<file path="src/rtl/ext_bus_arbiter_if.sv">
// Requester-side and pin-side signals of the external byte-serial memory port arbiter.
// slave = arbiter view, master = the requesters / pin wrapper view.
interface ext_bus_arbiter_if;
    logic        req0;
    logic        rw0;
    logic [31:0] addr0;
    logic [31:0] wdata0;
    logic        ack0;
    logic        req1;
    logic        rw1;
    logic [31:0] addr1;
    logic [31:0] wdata1;
    logic        ack1;
    logic [31:0] rdata;
    logic [7:0]  bus_addr;
    logic [7:0]  bus_dout;
    logic [7:0]  bus_din;
    logic [7:0]  bus_oe;
    logic [1:0]  bus_phase;
    logic [1:0]  bus_byte;
    logic        busy;

    modport slave (
        input  req0, rw0, addr0, wdata0,
        input  req1, rw1, addr1, wdata1,
        input  bus_din,
        output ack0, ack1, rdata,
        output bus_addr, bus_dout, bus_oe, bus_phase, bus_byte, busy
    );

    modport master (
        output req0, rw0, addr0, wdata0,
        output req1, rw1, addr1, wdata1,
        output bus_din,
        input  ack0, ack1, rdata,
        input  bus_addr, bus_dout, bus_oe, bus_phase, bus_byte, busy
    );
endinterface

</file>
<file path="src/rtl/ext_bus_arbiter.sv">
// Two-port arbiter for the byte-serial external memory port: grants one 32-bit
// request, shifts address/write data out LSB first, captures read data, then acks.
module ext_bus_arbiter #(
    parameter int TURN_CYCLES = 1,
    parameter bit FIXED_PRIO  = 1'b0
) (
    input  logic             clk,
    input  logic             rst,
    ext_bus_arbiter_if.slave bus
);
    typedef enum logic [2:0] {S_IDLE, S_ADDR, S_TURN, S_RDATA, S_DONE} state_t;

    localparam logic [2:0] TC = 3'(TURN_CYCLES);

    state_t      r_state;
    logic [1:0]  r_byte;
    logic [2:0]  r_tcnt;
    logic        r_rw;
    logic        r_gnt;
    logic        r_last;
    logic [31:0] r_addr;
    logic [31:0] r_wdata;
    logic [23:0] r_shadow;

    logic        r_ack0;
    logic        r_ack1;
    logic [31:0] r_rdata;
    logic [7:0]  r_bus_addr;
    logic [7:0]  r_bus_dout;
    logic [7:0]  r_bus_oe;
    logic [1:0]  r_bus_phase;
    logic [1:0]  r_bus_byte;
    logic        r_busy;

    logic        w_any;
    logic        w_gnt;
    logic        w_rw;
    logic [31:0] w_addr;
    logic [31:0] w_wdata;
    logic [1:0]  w_nbyte;
    logic [4:0]  w_sh;
    logic [7:0]  w_addr_nb;
    logic [7:0]  w_wd_nb;

    // Tie-break: round-robin favours the port not granted last time.
    always_comb begin
        w_any = bus.req0 | bus.req1;
        if (bus.req0 && bus.req1)
            w_gnt = FIXED_PRIO ? 1'b0 : ~r_last;
        else
            w_gnt = bus.req1;
        w_rw      = w_gnt ? bus.rw1    : bus.rw0;
        w_addr    = w_gnt ? bus.addr1  : bus.addr0;
        w_wdata   = w_gnt ? bus.wdata1 : bus.wdata0;
        w_nbyte   = r_byte + 2'd1;
        w_sh      = {w_nbyte, 3'b000};
        w_addr_nb = 8'(r_addr  >> w_sh);
        w_wd_nb   = 8'(r_wdata >> w_sh);
    end

    always_ff @(posedge clk) begin
        if (rst) begin
            r_state     <= S_IDLE;
            r_byte      <= 2'd0;
            r_tcnt      <= 3'd0;
            r_rw        <= 1'b0;
            r_gnt       <= 1'b0;
            r_last      <= 1'b1;
            r_addr      <= 32'h0;
            r_wdata     <= 32'h0;
            r_shadow    <= 24'h0;
            r_ack0      <= 1'b0;
            r_ack1      <= 1'b0;
            r_rdata     <= 32'h0;
            r_bus_addr  <= 8'h00;
            r_bus_dout  <= 8'h00;
            r_bus_oe    <= 8'h00;
            r_bus_phase <= 2'b00;
            r_bus_byte  <= 2'd0;
            r_busy      <= 1'b0;
        end else begin
            r_ack0 <= 1'b0;
            r_ack1 <= 1'b0;
            unique case (r_state)
                S_IDLE: begin
                    if (w_any) begin
                        r_state     <= S_ADDR;
                        r_byte      <= 2'd0;
                        r_rw        <= w_rw;
                        r_gnt       <= w_gnt;
                        r_last      <= w_gnt;
                        r_addr      <= w_addr;
                        r_wdata     <= w_wdata;
                        r_busy      <= 1'b1;
                        r_bus_phase <= 2'b01;
                        r_bus_byte  <= 2'd0;
                        r_bus_addr  <= w_addr[7:0];
                        r_bus_dout  <= w_rw ? 8'h00 : w_wdata[7:0];
                        r_bus_oe    <= w_rw ? 8'h00 : 8'hFF;
                    end
                end
                S_ADDR: begin
                    if (r_byte == 2'd3) begin
                        r_bus_addr <= 8'h00;
                        r_bus_dout <= 8'h00;
                        r_bus_oe   <= 8'h00;
                        r_bus_byte <= 2'd0;
                        if (r_rw) begin
                            r_state     <= S_TURN;
                            r_tcnt      <= 3'd1;
                            r_bus_phase <= 2'b10;
                        end else begin
                            r_state     <= S_DONE;
                            r_bus_phase <= 2'b00;
                            r_ack0      <= ~r_gnt;
                            r_ack1      <= r_gnt;
                        end
                    end else begin
                        r_byte     <= w_nbyte;
                        r_bus_byte <= w_nbyte;
                        r_bus_addr <= w_addr_nb;
                        r_bus_dout <= r_rw ? 8'h00 : w_wd_nb;
                    end
                end
                S_TURN: begin
                    if (r_tcnt == TC) begin
                        r_state     <= S_RDATA;
                        r_byte      <= 2'd0;
                        r_bus_phase <= 2'b11;
                        r_bus_byte  <= 2'd0;
                    end else begin
                        r_tcnt <= r_tcnt + 3'd1;
                    end
                end
                S_RDATA: begin
                    // Bytes arrive LSB first; the shadow shifts right so byte 3 lands on top.
                    if (r_byte == 2'd3) begin
                        r_state     <= S_DONE;
                        r_rdata     <= {bus.bus_din, r_shadow};
                        r_bus_phase <= 2'b00;
                        r_bus_byte  <= 2'd0;
                        r_ack0      <= ~r_gnt;
                        r_ack1      <= r_gnt;
                    end else begin
                        r_shadow   <= {bus.bus_din, r_shadow[23:8]};
                        r_byte     <= w_nbyte;
                        r_bus_byte <= w_nbyte;
                    end
                end
                S_DONE: begin
                    r_state <= S_IDLE;
                    r_busy  <= 1'b0;
                end
                default: r_state <= S_IDLE;
            endcase
        end
    end

    assign bus.ack0      = r_ack0;
    assign bus.ack1      = r_ack1;
    assign bus.rdata     = r_rdata;
    assign bus.bus_addr  = r_bus_addr;
    assign bus.bus_dout  = r_bus_dout;
    assign bus.bus_oe    = r_bus_oe;
    assign bus.bus_phase = r_bus_phase;
    assign bus.bus_byte  = r_bus_byte;
    assign bus.busy      = r_busy;
endmodule

</file>
<file path="src/flat_wrapper.sv">
// flat-port wrapper written by rule: the top's interface ports become plain ports
module ext_bus_arbiter_flat 
#(
    parameter int TURN_CYCLES = 1,
    parameter bit FIXED_PRIO  = 1'b0
)
  (clk, rst, bus_req0, bus_rw0, bus_addr0, bus_wdata0, bus_req1, bus_rw1, bus_addr1, bus_wdata1, bus_bus_din, bus_ack0, bus_ack1, bus_rdata, bus_bus_addr, bus_bus_dout, bus_bus_oe, bus_bus_phase, bus_bus_byte, bus_busy);
  ext_bus_arbiter_if bus_i ();
  input  logic clk;
  input  logic rst;
  input wire logic [$bits(bus_i.req0)-1:0] bus_req0;
  input wire logic [$bits(bus_i.rw0)-1:0] bus_rw0;
  input wire logic [$bits(bus_i.addr0)-1:0] bus_addr0;
  input wire logic [$bits(bus_i.wdata0)-1:0] bus_wdata0;
  input wire logic [$bits(bus_i.req1)-1:0] bus_req1;
  input wire logic [$bits(bus_i.rw1)-1:0] bus_rw1;
  input wire logic [$bits(bus_i.addr1)-1:0] bus_addr1;
  input wire logic [$bits(bus_i.wdata1)-1:0] bus_wdata1;
  input wire logic [$bits(bus_i.bus_din)-1:0] bus_bus_din;
  output wire logic [$bits(bus_i.ack0)-1:0] bus_ack0;
  output wire logic [$bits(bus_i.ack1)-1:0] bus_ack1;
  output wire logic [$bits(bus_i.rdata)-1:0] bus_rdata;
  output wire logic [$bits(bus_i.bus_addr)-1:0] bus_bus_addr;
  output wire logic [$bits(bus_i.bus_dout)-1:0] bus_bus_dout;
  output wire logic [$bits(bus_i.bus_oe)-1:0] bus_bus_oe;
  output wire logic [$bits(bus_i.bus_phase)-1:0] bus_bus_phase;
  output wire logic [$bits(bus_i.bus_byte)-1:0] bus_bus_byte;
  output wire logic [$bits(bus_i.busy)-1:0] bus_busy;
  assign bus_i.req0 = bus_req0;
  assign bus_i.rw0 = bus_rw0;
  assign bus_i.addr0 = bus_addr0;
  assign bus_i.wdata0 = bus_wdata0;
  assign bus_i.req1 = bus_req1;
  assign bus_i.rw1 = bus_rw1;
  assign bus_i.addr1 = bus_addr1;
  assign bus_i.wdata1 = bus_wdata1;
  assign bus_i.bus_din = bus_bus_din;
  assign bus_ack0 = bus_i.ack0;
  assign bus_ack1 = bus_i.ack1;
  assign bus_rdata = bus_i.rdata;
  assign bus_bus_addr = bus_i.bus_addr;
  assign bus_bus_dout = bus_i.bus_dout;
  assign bus_bus_oe = bus_i.bus_oe;
  assign bus_bus_phase = bus_i.bus_phase;
  assign bus_bus_byte = bus_i.bus_byte;
  assign bus_busy = bus_i.busy;
  ext_bus_arbiter #(.TURN_CYCLES(TURN_CYCLES), .FIXED_PRIO(FIXED_PRIO)) u_core (.clk(clk), .rst(rst), .bus(bus_i));
endmodule
</file>
<file path="config.mk">
export PLATFORM = sky130hd
export DESIGN_NAME = ext_bus_arbiter_flat
export DESIGN_NICKNAME = d
export VERILOG_FILES = /design/src/rtl/ext_bus_arbiter_if.sv /design/src/rtl/ext_bus_arbiter.sv /design/src/flat_wrapper.sv
export SDC_FILE = /design/constraint.sdc
export NUM_CORES = 1
export LEC_CHECK = 0
export ABC_AREA = 0
export CAP_MARGIN = 15
export CORE_ASPECT_RATIO = 0.5
export CORE_MARGIN = 5
export CORE_UTILIZATION = 45
export DETAILED_ROUTE_END_ITERATION = 7
export PLACE_DENSITY = 0.77
export SYNTH_ARGS = -nofsm -noshare
export SYNTH_HDL_FRONTEND = slang
export SYNTH_SLANG_ARGS = --single-unit
</file>
<file path="constraint.sdc">
create_clock -name clk -period 5.3 [get_ports clk]
set_input_delay 0.795 -clock clk [delete_from_list [all_inputs] [get_ports clk]]
set_output_delay 0.795 -clock clk [all_outputs]
set_load 0.005 [all_outputs]
</file>
==> results.json, run 1 <==
{
  "status": "finished, final reports clean",
  "grt_overflow": 0,
  "p_int_mw": 2.27,
  "n_fill_cell": 1273,
  "busiest_layer": "met2",
  "critPathArrivalTime_ns": 3.07,
  "rsz0062_at_grt": "no",
  "syn_area_per_cell_um2": 8.47,
  "dr.first_iter.drc_count": 574,
  "hp-class": "register to register",
  "cts_buffers": 17,
  "cp_top_family": "simple AND/OR/NAND/NOR gates",
  "cp_slowest_cell": "nand3_1",
  "tritoncts": "done",
  "cts_root_buffer": "clkbuf_16",
  "cts_setup_buffers": 0,
  "die_x_um": 186,
  "holdPathStages": 2,
  "fin_crit_sh_pct": 51.4,
  "endpoint_kind": "register",
  "crit_buf_inv": 2,
  "synthesis.area_um2": 6980,
  "post_route_cells_drive_above_1_share_pct": 8.57,
  "peakVddDrop_uv": 254,
  "wl_per_cell_um": 17.4,
  "netlist_instances": 824,
  "leakagePower_nw": 3.52,
  "max_slew_margin_pct": 32.4,
  "power_density_nw_per_um2": 316,
  "worstSetupPathType": "register to register",
  "grt_util_met2_pct": 36.3,
  "syn_nets": 969,
  "hold_violations": 0,
  "placed_cells": 1162,
  "crit_fanout": 24,
  "antenna_found_initial": 0,
  "dp_hpwl_um": 14500,
  "multi_input_area_um2": 3440,
  "cpPeakStageDelay_ns": 0.80,
  "yosys_warnings": 0,
  "setup-tns-final_ns": 0,
  "synth.largest_area_cell": "dfxtp_1",
  "worst-slew-pin-transition_ns": 1.01,
  "dieArea_um2": 18200,
  "yosys_register_bits": 155,
  "grt_max_degree": 82,
  "grt_pass1_vias": 6189,
  "fmax_mhz": 367,
  "clock-sinks": 155,
  "routed_wl_um": 20800,
  "fp-row-count": 32,
  "core-area_um2": 15300,
  "grt_use_total_pct": 22.4,
  "setup_slack_ns": 2.57,
  "grt_pass1_wl_um": 32500,
  "antenna_left": 0,
  "gp_congestion": 0.820,
  "comb_power_share_pct": 14.6,
  "fin_nets": 1124,
  "io_pins": 205,
  "p_clk_share_pct": 43.2,
  "vias": 6615,
  "min_period_ns": 2.73,
  "path_clk_slew_ns": 0.06,
  "die_h_um": 98.0,
  "required_ns": 5.64,
  "insertion_delay_ns": 0.42,
  "via_per_inst": 5.53,
  "p_sw_share_pct": 25.1,
  "n_antenna_cell": 0,
  "yosysTopAreaCellShare_pct": 44.5,
  "cts_htree_levels": 4,
  "p_sw_mw": 0.760,
  "final_cells": 1196,
  "met3_usage_pct": 5.32,
  "cp.depth": 6,
  "r2r_setup_slack_ns": 2.57,
  "gr-usage-met1_pct": 30.1,
  "holdBufCountCts": 0,
  "skew_ns": 0.00638,
  "ys_types": 44,
  "synthTopCellsByArea": "dfxtp_1 (44%), nand2_1 (12%), a21oi_1 (5.6%), mux4_2 (5.2%), a311oi_1 (4.6%)",
  "start_kind": "register",
  "clock_path_buffers": 2,
  "seq_power_share_pct": 42.2,
  "place_ws_ns": 2.19,
  "drv_cap": 0,
  "setup_viol": 0,
  "cts.repair.resized": 0,
  "port_buffers": 204,
  "firstDrtPassIters": 5,
  "post-route-drc-count": 0,
  "initial_utilization_pct": 45.6,
  "report.final.slew_viol_count": 0,
  "worstPathCellList": "buf_4, ha_1, inv_1, nand3_1, nand2_1, a21oi_1",
  "yosysSeqAreaShare_pct": 44.5,
  "rr_worst_depth": 6,
  "seq_area_um2": 3100,
  "areaGrowthSynthToFinish_pct": 37.5
}
final cells by class:
type / count / area share [%]
inverter: 6 / 0.235
tap: 204 / 2.66
clock buffer: 19 / 4.62
timing repair buffer: 214 / 22.3
sequential: 155 / 32.4
clock inverter: 13 / 2.00
multi-input combinational: 585 / 35.9
stage by stage:
stage,util [%],hold WS (ns),cell area [um^2],power [mW]
6_report,62.7,0.451,9590,3.03
3_5_place_dp,58.3,0.444,8920,1.74
2_1_floorplan,-,0.414,6980,1.54
3_3_place_gp,58.3,0.430,8920,1.73
4_1_cts,62.5,0.454,9560,3.04
5_1_grt,62.7,0.470,9590,3.15
cell usage after synthesis:
| cell | instances |
|---|---|
| mux4_2 | 16 |
| o211a_1 | 1 |
| a22oi_1 | 4 |
| a211oi_1 | 1 |
| nand3b_1 | 16 |
| a21boi_2 | 1 |
| a32o_1 | 1 |
| nand3_1 | 6 |
| a21o_1 | 1 |
| nor2_1 | 85 |
| a21bo_2 | 1 |
| buf_6 | 4 |
| o32ai_1 | 8 |
| buf_2 | 22 |
| nor4_1 | 8 |
| a311oi_2 | 20 |
| nor3b_1 | 1 |
| buf_1 | 1 |
| a31oi_1 | 2 |
| nand2_1 | 231 |
| o22ai_1 | 1 |
| o31ai_1 | 1 |
| o21ai_0 | 3 |
| nor3b_2 | 1 |
| nor3_4 | 2 |
| ha_1 | 3 |
| and2_1 | 10 |
| clkbuf_1 | 31 |
| buf_4 | 20 |
| o211ai_1 | 2 |
| a311oi_1 | 37 |
| inv_1 | 6 |
| nor2b_1 | 3 |
| mux2i_1 | 1 |
| nor3_1 | 13 |
| nand2b_1 | 3 |
| dfxtp_1 | 155 |
| and2b_2 | 1 |
| xor2_1 | 1 |
| a221o_1 | 2 |
| a211o_1 | 8 |
| or4b_1 | 1 |
| and3_1 | 11 |
| a21oi_1 | 78 |
cells in the final DEF (no fill, tap or decap), drive strengths merged, types with 2 or more instances in the layout:
cell	synthesis	layout
nand2	231	231
clkdlybuf4s50	0	203
dfxtp	155	155
nor2	85	85
a21oi	78	78
a311oi	57	57
clkbuf	31	20
nand3b	16	16
mux4	16	16
nor3	15	15
and3	11	11
and2	10	10
buf	47	10
o32ai	8	8
a211o	8	8
nor4	8	8
inv	6	8
nand3	6	6
a22oi	4	4
bufinv	0	4
clkinv	0	4
nand2b	3	3
o21ai	3	3
ha	3	3
clkinvlp	0	3
nor2b	3	3
a221o	2	2
o211ai	2	2
a31oi	2	2
nor3b	2	2
cells by family after synthesis:
| logic type | share of synthesized area, % |
|---|---|
| and+or+nand+nor | 24.2 |
| muxes | 5.31 |
| xor gates and xnor gates | 0.126 |
| AOI/OAI and AO/OA | 18.9 |
| adders and majority gates | 0.538 |
| buffers and inverters | 6.42 |
| DFF | 44.5 |
worst reg2reg max path, stage by stage (launching register included):
cell     delay (ns)
dfxtp_1        0.31
buf_4          0.32
ha_1           0.54
inv_1          0.35
nand3_1        0.80
nand2_1        0.15
a21oi_1        0.18
power groups by stage:
stage	sequential [mW]	combinational [mW]	clock (mW)
3_5_place_dp	1.30	0.438	0
6_report	1.28	0.442	1.31
2_1_floorplan	1.28	0.254	0
3_3_place_gp	1.30	0.429	0
5_1_grt	1.29	0.477	1.39
4_1_cts	1.28	0.441	1.32
state kept, by name (all words and copies together) (netlist names), 2 cells and up:
name,count
u_core.r_byte,2
u_core.r_shadow,24
u_core.bus.rdata,32
u_core.bus.bus_phase,2
u_core.bus.bus_byte,2
u_core.r_tcnt,3
u_core.r_wdata,32
u_core.bus.bus_dout,8
u_core.bus.bus_addr,8
u_core.r_addr,32
u_core.r_state,3
final timing paths:
kind | endpoint | start
setup / recovery | u_core.r_shadow[14] | u_core.r_byte[0]
hold / removal | u_core.bus.rdata[5] | u_core.r_shadow[5]
hold reg to reg | u_core.bus.rdata[5] | u_core.r_shadow[5]
setup reg to reg | u_core.r_shadow[14] | u_core.r_byte[0]
metal layers:
layer,wire [um],vias to the layer above
li1,-,3184
met1,8890,3141
met2,9930,258
met3,1590,32
met4,342,0
met5,0,-
Power figures use the tool's default switching activity.
==> run 2, diff against run 1 <==
--- a/config.mk
+++ b/config.mk
@@ -9,7 +9,7 @@
 export CAP_MARGIN = 15
 export CORE_ASPECT_RATIO = 0.5
 export CORE_MARGIN = 5
-export CORE_UTILIZATION = 45
+export CORE_UTILIZATION = 43
 export DETAILED_ROUTE_END_ITERATION = 7
 export PLACE_DENSITY = 0.77
 export SYNTH_ARGS = -nofsm -noshare
==> constraint.sdc (replaced) <==
create_clock -name clk -period 2.33 [get_ports clk]
set_input_delay 0.3495 -clock clk [delete_from_list [all_inputs] [get_ports clk]]
set_output_delay 0.3495 -clock clk [all_outputs]
set_load 0.005 [all_outputs]
==> run 2 against run 1 <==
  * Register-to-register slack worse by 2.4 ns
  * Clock skew up 0.0092 ns
  * Wire length up 3.2%
  * Highest routed layer unchanged
  * Clock power up 130%
  * Clock-buffer cell count unchanged
  * Maximum frequency up 29%
  * Combinational power up 140%
  * Die area up 4.3%
  * Core utilization down 0.57 points
  * Worst setup slack worse by 2.4 ns
  * Hold slack worse by 0.12 ns
==> results.json, run 2 (synthesis results as in run 1) <==
{
  "report.final.slew_viol_count": 0,
  "hold_violations": 0,
  "tritoncts": "done",
  "n_antenna_cell": 0,
  "post_route_cells_drive_above_1_share_pct": 9.48,
  "dieArea_um2": 19000,
  "rr_worst_depth": 5,
  "r2r_setup_slack_ns": 0.21,
  "fmax_mhz": 472,
  "crit_buf_inv": 1,
  "io_pins": 205,
  "fin_crit_sh_pct": 91.0,
  "max_slew_margin_pct": 43.5,
  "status": "finished, final reports clean",
  "skew_ns": 0.0155,
  "antenna_left": 0,
  "clock_path_buffers": 2,
  "cpPeakStageDelay_ns": 0.48,
  "routed_wl_um": 21400,
  "min_period_ns": 2.12,
  "worstSetupPathType": "register to register",
  "final_common_cell": "nand2_1",
  "grt_pass1_vias": 6460,
  "via_per_inst": 5.48,
  "cts_setup_buffers": 0,
  "worst-slew-pin-transition_ns": 0.848,
  "holdBufCountCts": 0,
  "grt_use_total_pct": 21.7,
  "peakVddDrop_uv": 566,
  "cts.repair.resized": 0,
  "core-area_um2": 15700,
  "power_density_nw_per_um2": 712,
  "insertion_delay_ns": 0.42,
  "required_ns": 2.64,
  "setup-tns-final_ns": 0,
  "setup_slack_ns": 0.211,
  "post-route-drc-count": 0,
  "fp-row-count": 32,
  "setup_viol": 0,
  "leakagePower_nw": 3.59,
  "critPathArrivalTime_ns": 2.43,
  "cp.depth": 5,
  "grt_max_degree": 117,
  "place_ws_ns": 0.0378,
  "drv_cap": 0,
  "final_cell_mix": "nand2_1 (231), clkdlybuf4s50_1 (203), dfxtp_1 (155)",
  "clock-sinks": 155,
  "endpoint_kind": "register",
  "initial_utilization_pct": 44.6,
  "antenna_found_initial": 0,
  "dr.first_iter.drc_count": 596,
  "rr_startpoint": "u_core.r_state[0]",
  "grt_pass1_wl_um": 33100,
  "areaGrowthSynthToFinish_pct": 39.4,
  "firstDrtPassIters": 6,
  "worstPathCellList": "nor3_4, nor2b_4, buf_12, nand3_1, o211a_1",
  "gp_congestion": 0.869,
  "cp_top_family": "simple AND/OR/NAND/NOR gates",
  "die_h_um": 100,
  "cts_root_buffer": "clkbuf_16",
  "start_kind": "register",
  "fin_nets": 1134,
  "port_buffers": 204,
  "endpoint": "u_core.r_rw",
  "hp-class": "input port to register",
  "grt_overflow": 0,
  "rsz0062_at_grt": "no",
  "crit_fanout": 66,
  "path_clk_slew_ns": 0.06,
  "cts_buffers": 17,
  "r2r_end": "u_core.r_rw",
  "cts_htree_levels": 4,
  "vias": 6700,
  "dp_hpwl_um": 15100,
  "cp-startpoint": "u_core.r_state[0]",
  "die_x_um": 190,
  "wl_per_cell_um": 17.5,
  "cp_slowest_cell": "nor3_4"
}
## run 2: cell types whose count changed in the layout (fill, tap and decap cells not counted), moves of 2 or more
cell,before,now
buf_12,0,5
buf_4,9,16
clkinv_4,3,1
inv_6,2,4
## run 2: area by class of cell
| cell class | instances | area [um^2] |
|---|---|---|
| fillers | 1327 | 5930 |
| multi-input cells | 585 | 3440 |
| flip-flops and latches | 155 | 3100 |
| repair buffers | 224 | 2250 |
| clock buffers | 19 | 443 |
| well taps | 221 | 277 |
| clock inverters | 13 | 189 |
| inverters | 6 | 22.5 |
## run 2: stage by stage
| step | hold WS [ns] | instances | utilization (%) | cell area, um^2 | power, mW |
|---|---|---|---|---|---|
| after floorplan | 0.414 | 824 | - | 6980 | 3.50 |
| after global placement | 0.430 | 1191 | 58.1 | 9090 | 3.98 |
| after detailed placement | 0.436 | 1191 | 58.1 | 9090 | 4.00 |
| after CTS | 0.323 | 1223 | 62.1 | 9730 | 6.96 |
| after global routing | 0.351 | 1223 | 62.1 | 9730 | 7.18 |
| final | 0.331 | 1223 | 62.1 | 9730 | 6.93 |
## run 2: where the power goes
part / switching [mW] / total (mW) / internal [mW]
Clock: 1.14 / 2.98 / 1.83
Combinational: 0.477 / 1.04 / 0.565
Sequential: 0.110 / 2.91 / 2.80
## run 2: worst register-to-register path, delay by kind of cell, from the launching register on
family                 cells  cell delay (ns)
AOI/OAI and AO/OA          1             0.19
and+or+nand+nor            3             1.07
buffers and inverters      1             0.31
DFF                        1             0.46
## run 2: how the worst min path moves through the flow
| stage | start | to | slack [ns] | cells after the start |
|---|---|---|---|---|
| CTS | rst | u_core.bus.bus_oe[6] | 0.32 | 2 |
| global route | rst | u_core.r_addr[27] | 0.35 | 2 |
| global placement | u_core.r_gnt | u_core.bus.ack0 | 0.43 | 1 |
| floorplan | u_core.r_gnt | u_core.bus.ack0 | 0.41 | 1 |
| finish | rst | u_core.bus.bus_oe[6] | 0.33 | 2 |
| detailed placement | u_core.r_gnt | u_core.bus.ack0 | 0.44 | 1 |
## run 2: per-layer routing
metal  vias up  part of all wire, %  global-route usage [%]
met5         -                    0                       0
met4         0                  2.1                    7.39
met3        36                  6.6                    4.13
met2       258                   48                    36.4
met1      3201                   43                    28.4
li1       3205                    -                       -
==> patch, RTL diff (flow settings as in run 1) <==
`FIXED_PRIO` is set to 1'b0 in 2 places; all go to 1'b1.
--- a/src/rtl/ext_bus_arbiter.sv
+++ b/src/rtl/ext_bus_arbiter.sv
@@ -4,3 +4,3 @@
     parameter int TURN_CYCLES = 1,
-    parameter bit FIXED_PRIO  = 1'b0
+    parameter bit FIXED_PRIO  = 1'b1
 ) (
--- a/src/flat_wrapper.sv
+++ b/src/flat_wrapper.sv
@@ -4,3 +4,3 @@
     parameter int TURN_CYCLES = 1,
-    parameter bit FIXED_PRIO  = 1'b0
+    parameter bit FIXED_PRIO  = 1'b1
 )
Function: changed (a bounded check fails within 10 cycles, from zero or initial values and one cycle with rst high).
==> patch against run 1 <==
Fmax down 5.5%; worst setup slack got worse by 0.16 ns; wire length decreased by 1.4%; power fell by 1.5%; sequential cell count fell by 1; utilization up 1.2 points; final cell count barely moved; synthesized area fell by 1.4%; first-iteration DRC count grew 17%; worst hold slack better by 0.0032 ns; cell area fell by 2.0%; critical path type is now primary input to flip-flop; critical endpoint is now u_core.bus.bus_addr[2]$_SDFFE_PP0P_.
==> patch: results (changes against run 1) <==
status finished clean (unchanged); GPL Wtd Cong 0.9187 (was 0.8198); Fillers 1263 (was 1273); GRT met2 Usage 0.3655 (was 0.3629); distinct cell type count after synthesis 42 (was 44); Iteration-0 DRC Markers 670 (was 574); Synthesized Nets 981 (was 969); sequential share of the synthesized area 0.4482 (was 0.4448); slew of the pin with the lowest slew margin 1.141 ns (was 1.014 ns); vias in the first global route 6386 (was 6189); pin count of the biggest net entering global routing 91 (was 82); Layout Nets 1129 (was 1124); clock-net power 1220 µW (was 1310 µW); top post-synthesis cells by count nand2_1 (265), dfxtp_1 (154), nor2_1 (68) (was nand2_1 (231), dfxtp_1 (155), nor2_1 (85)); crit-path max cell delay 0.63 ns (was 0.80 ns); Reg-to-Reg End u_core.r_shadow[8]$_SDFFE_PP0P_ (was u_core.r_shadow[14]$_SDFFE_PP0P_); Bufs on Longest Clock Path 2 (unchanged); Max FO, Critical Path 40 (was 24); met2 wire length 9913 µm (was 9927 µm); met3 wire len 1600 µm (was 1589 µm); DP Wirelength 14130 µm (was 14480 µm); global-route wire length before repair 32550 µm (was 32530 µm); Vias/cell 5.636 (was 5.531); VDD IR max 0.0002283 V (was 0.0002540 V); met1 WL 8657 µm (was 8893 µm); largest cells by area after synthesis dfxtp_1 (45%), nand2_1 (14%), a311oi_1 (8.1%) (was dfxtp_1 (44%), nand2_1 (12%), a21oi_1 (5.6%)); Sw Ratio 0.2638 (was 0.2505); Top Metal Used met4 (unchanged); Worst Hold End u_core.bus.rdata[26]$_SDFFE_PP0P_ (was u_core.bus.rdata[5]$_SDFFE_PP0P_); Setup Skew 0.01712 ns (was 0.006379 ns); hold_ws 0.4546 ns (was 0.4514 ns); compound-gate portion of the synthesized area 0.1812 (was 0.1888); met1 usage in global routing 0.2898 (was 0.3005); Overall Global Routing Usage 0.2204 (was 0.2236); CORE AREA 14700 µm² (was 15290 µm²); Crit-path slowest cell nand2b_2 (was nand3_1); layout cells sized above 1 0.06419 (was 0.08569); met3 usage 0.04712 (was 0.05322); per-cell routed wire length 17.13 µm (was 17.35 µm); hold_sp u_core.bus.rdata[26]$_SDFFE_PP0P_ (was u_core.r_shadow[5]$_SDFFE_PP0P_)
==> patch: cell types whose count changed after synthesis, sizes merged, moves of 10 or more <==
cell	change
nand2	+34
nor3b	+16
a21oi	-14
nand3b	-16
nor2	-15
nor3	-10
a221oi	+17
inv	+12
==> patch: layout make-up <==
cell class,instances,area share
Clock buffer,20,0.04754
Clock inverter,12,0.01478
Inverter,18,0.007191
Multi-Input combinational cell,582,0.3533
Sequential cell,154,0.3281
Tap cell,198,0.02637
Timing Repair Buffer,211,0.2227
==> patch: metrics by stage <==
step                cells  total power, µW  setup slack (ns)  area, µm²
floorplan             836             1576             3.349       6878
global placement     1163             1778             2.120       8810
detailed placement   1163             1790             2.010       8810
CTS                  1195             2997             2.441       9395
global route         1195             3100             2.207       9395
finish               1195             2990             2.415       9395
==> patch: how the worst max path moves through the flow <==
stage	from	endpoint	slack [ns]	depth (start not counted)
6_report	bus_req0	u_core.bus.bus_addr[2]$_SDFFE_PP0P_	2.41	6
5_1_grt	bus_req0	u_core.r_wdata[26]$_SDFFE_PP0P_	2.21	6
4_1_cts	bus_req0	u_core.r_wdata[14]$_SDFFE_PP0P_	2.44	6
3_5_place_dp	bus_req0	u_core.r_wdata[26]$_SDFFE_PP0P_	2.01	6
3_3_place_gp	bus_req0	u_core.r_wdata[31]$_SDFFE_PP0P_	2.12	6
2_1_floorplan	bus_req1	u_core.bus.bus_addr[4]$_SDFFE_PP0P_	3.35	6
==> patch: cell families after synthesis <==
logic type | Yosys count
AO/OA/AOI/OAI | 172
buffers and inverters | 100
AND/OR/NAND/NOR | 389
multiplexers | 17
flip-flops | 154
adder cells (fa/ha/maj) | 3
XOR/XNOR | 1
==> patch: worst max-delay path, delay by kind of cell <==
family / cells / cell delay, ns
simple gates: 2 / 0.78
compound gates: 2 / 0.53
buf+inv: 2 / 1.08
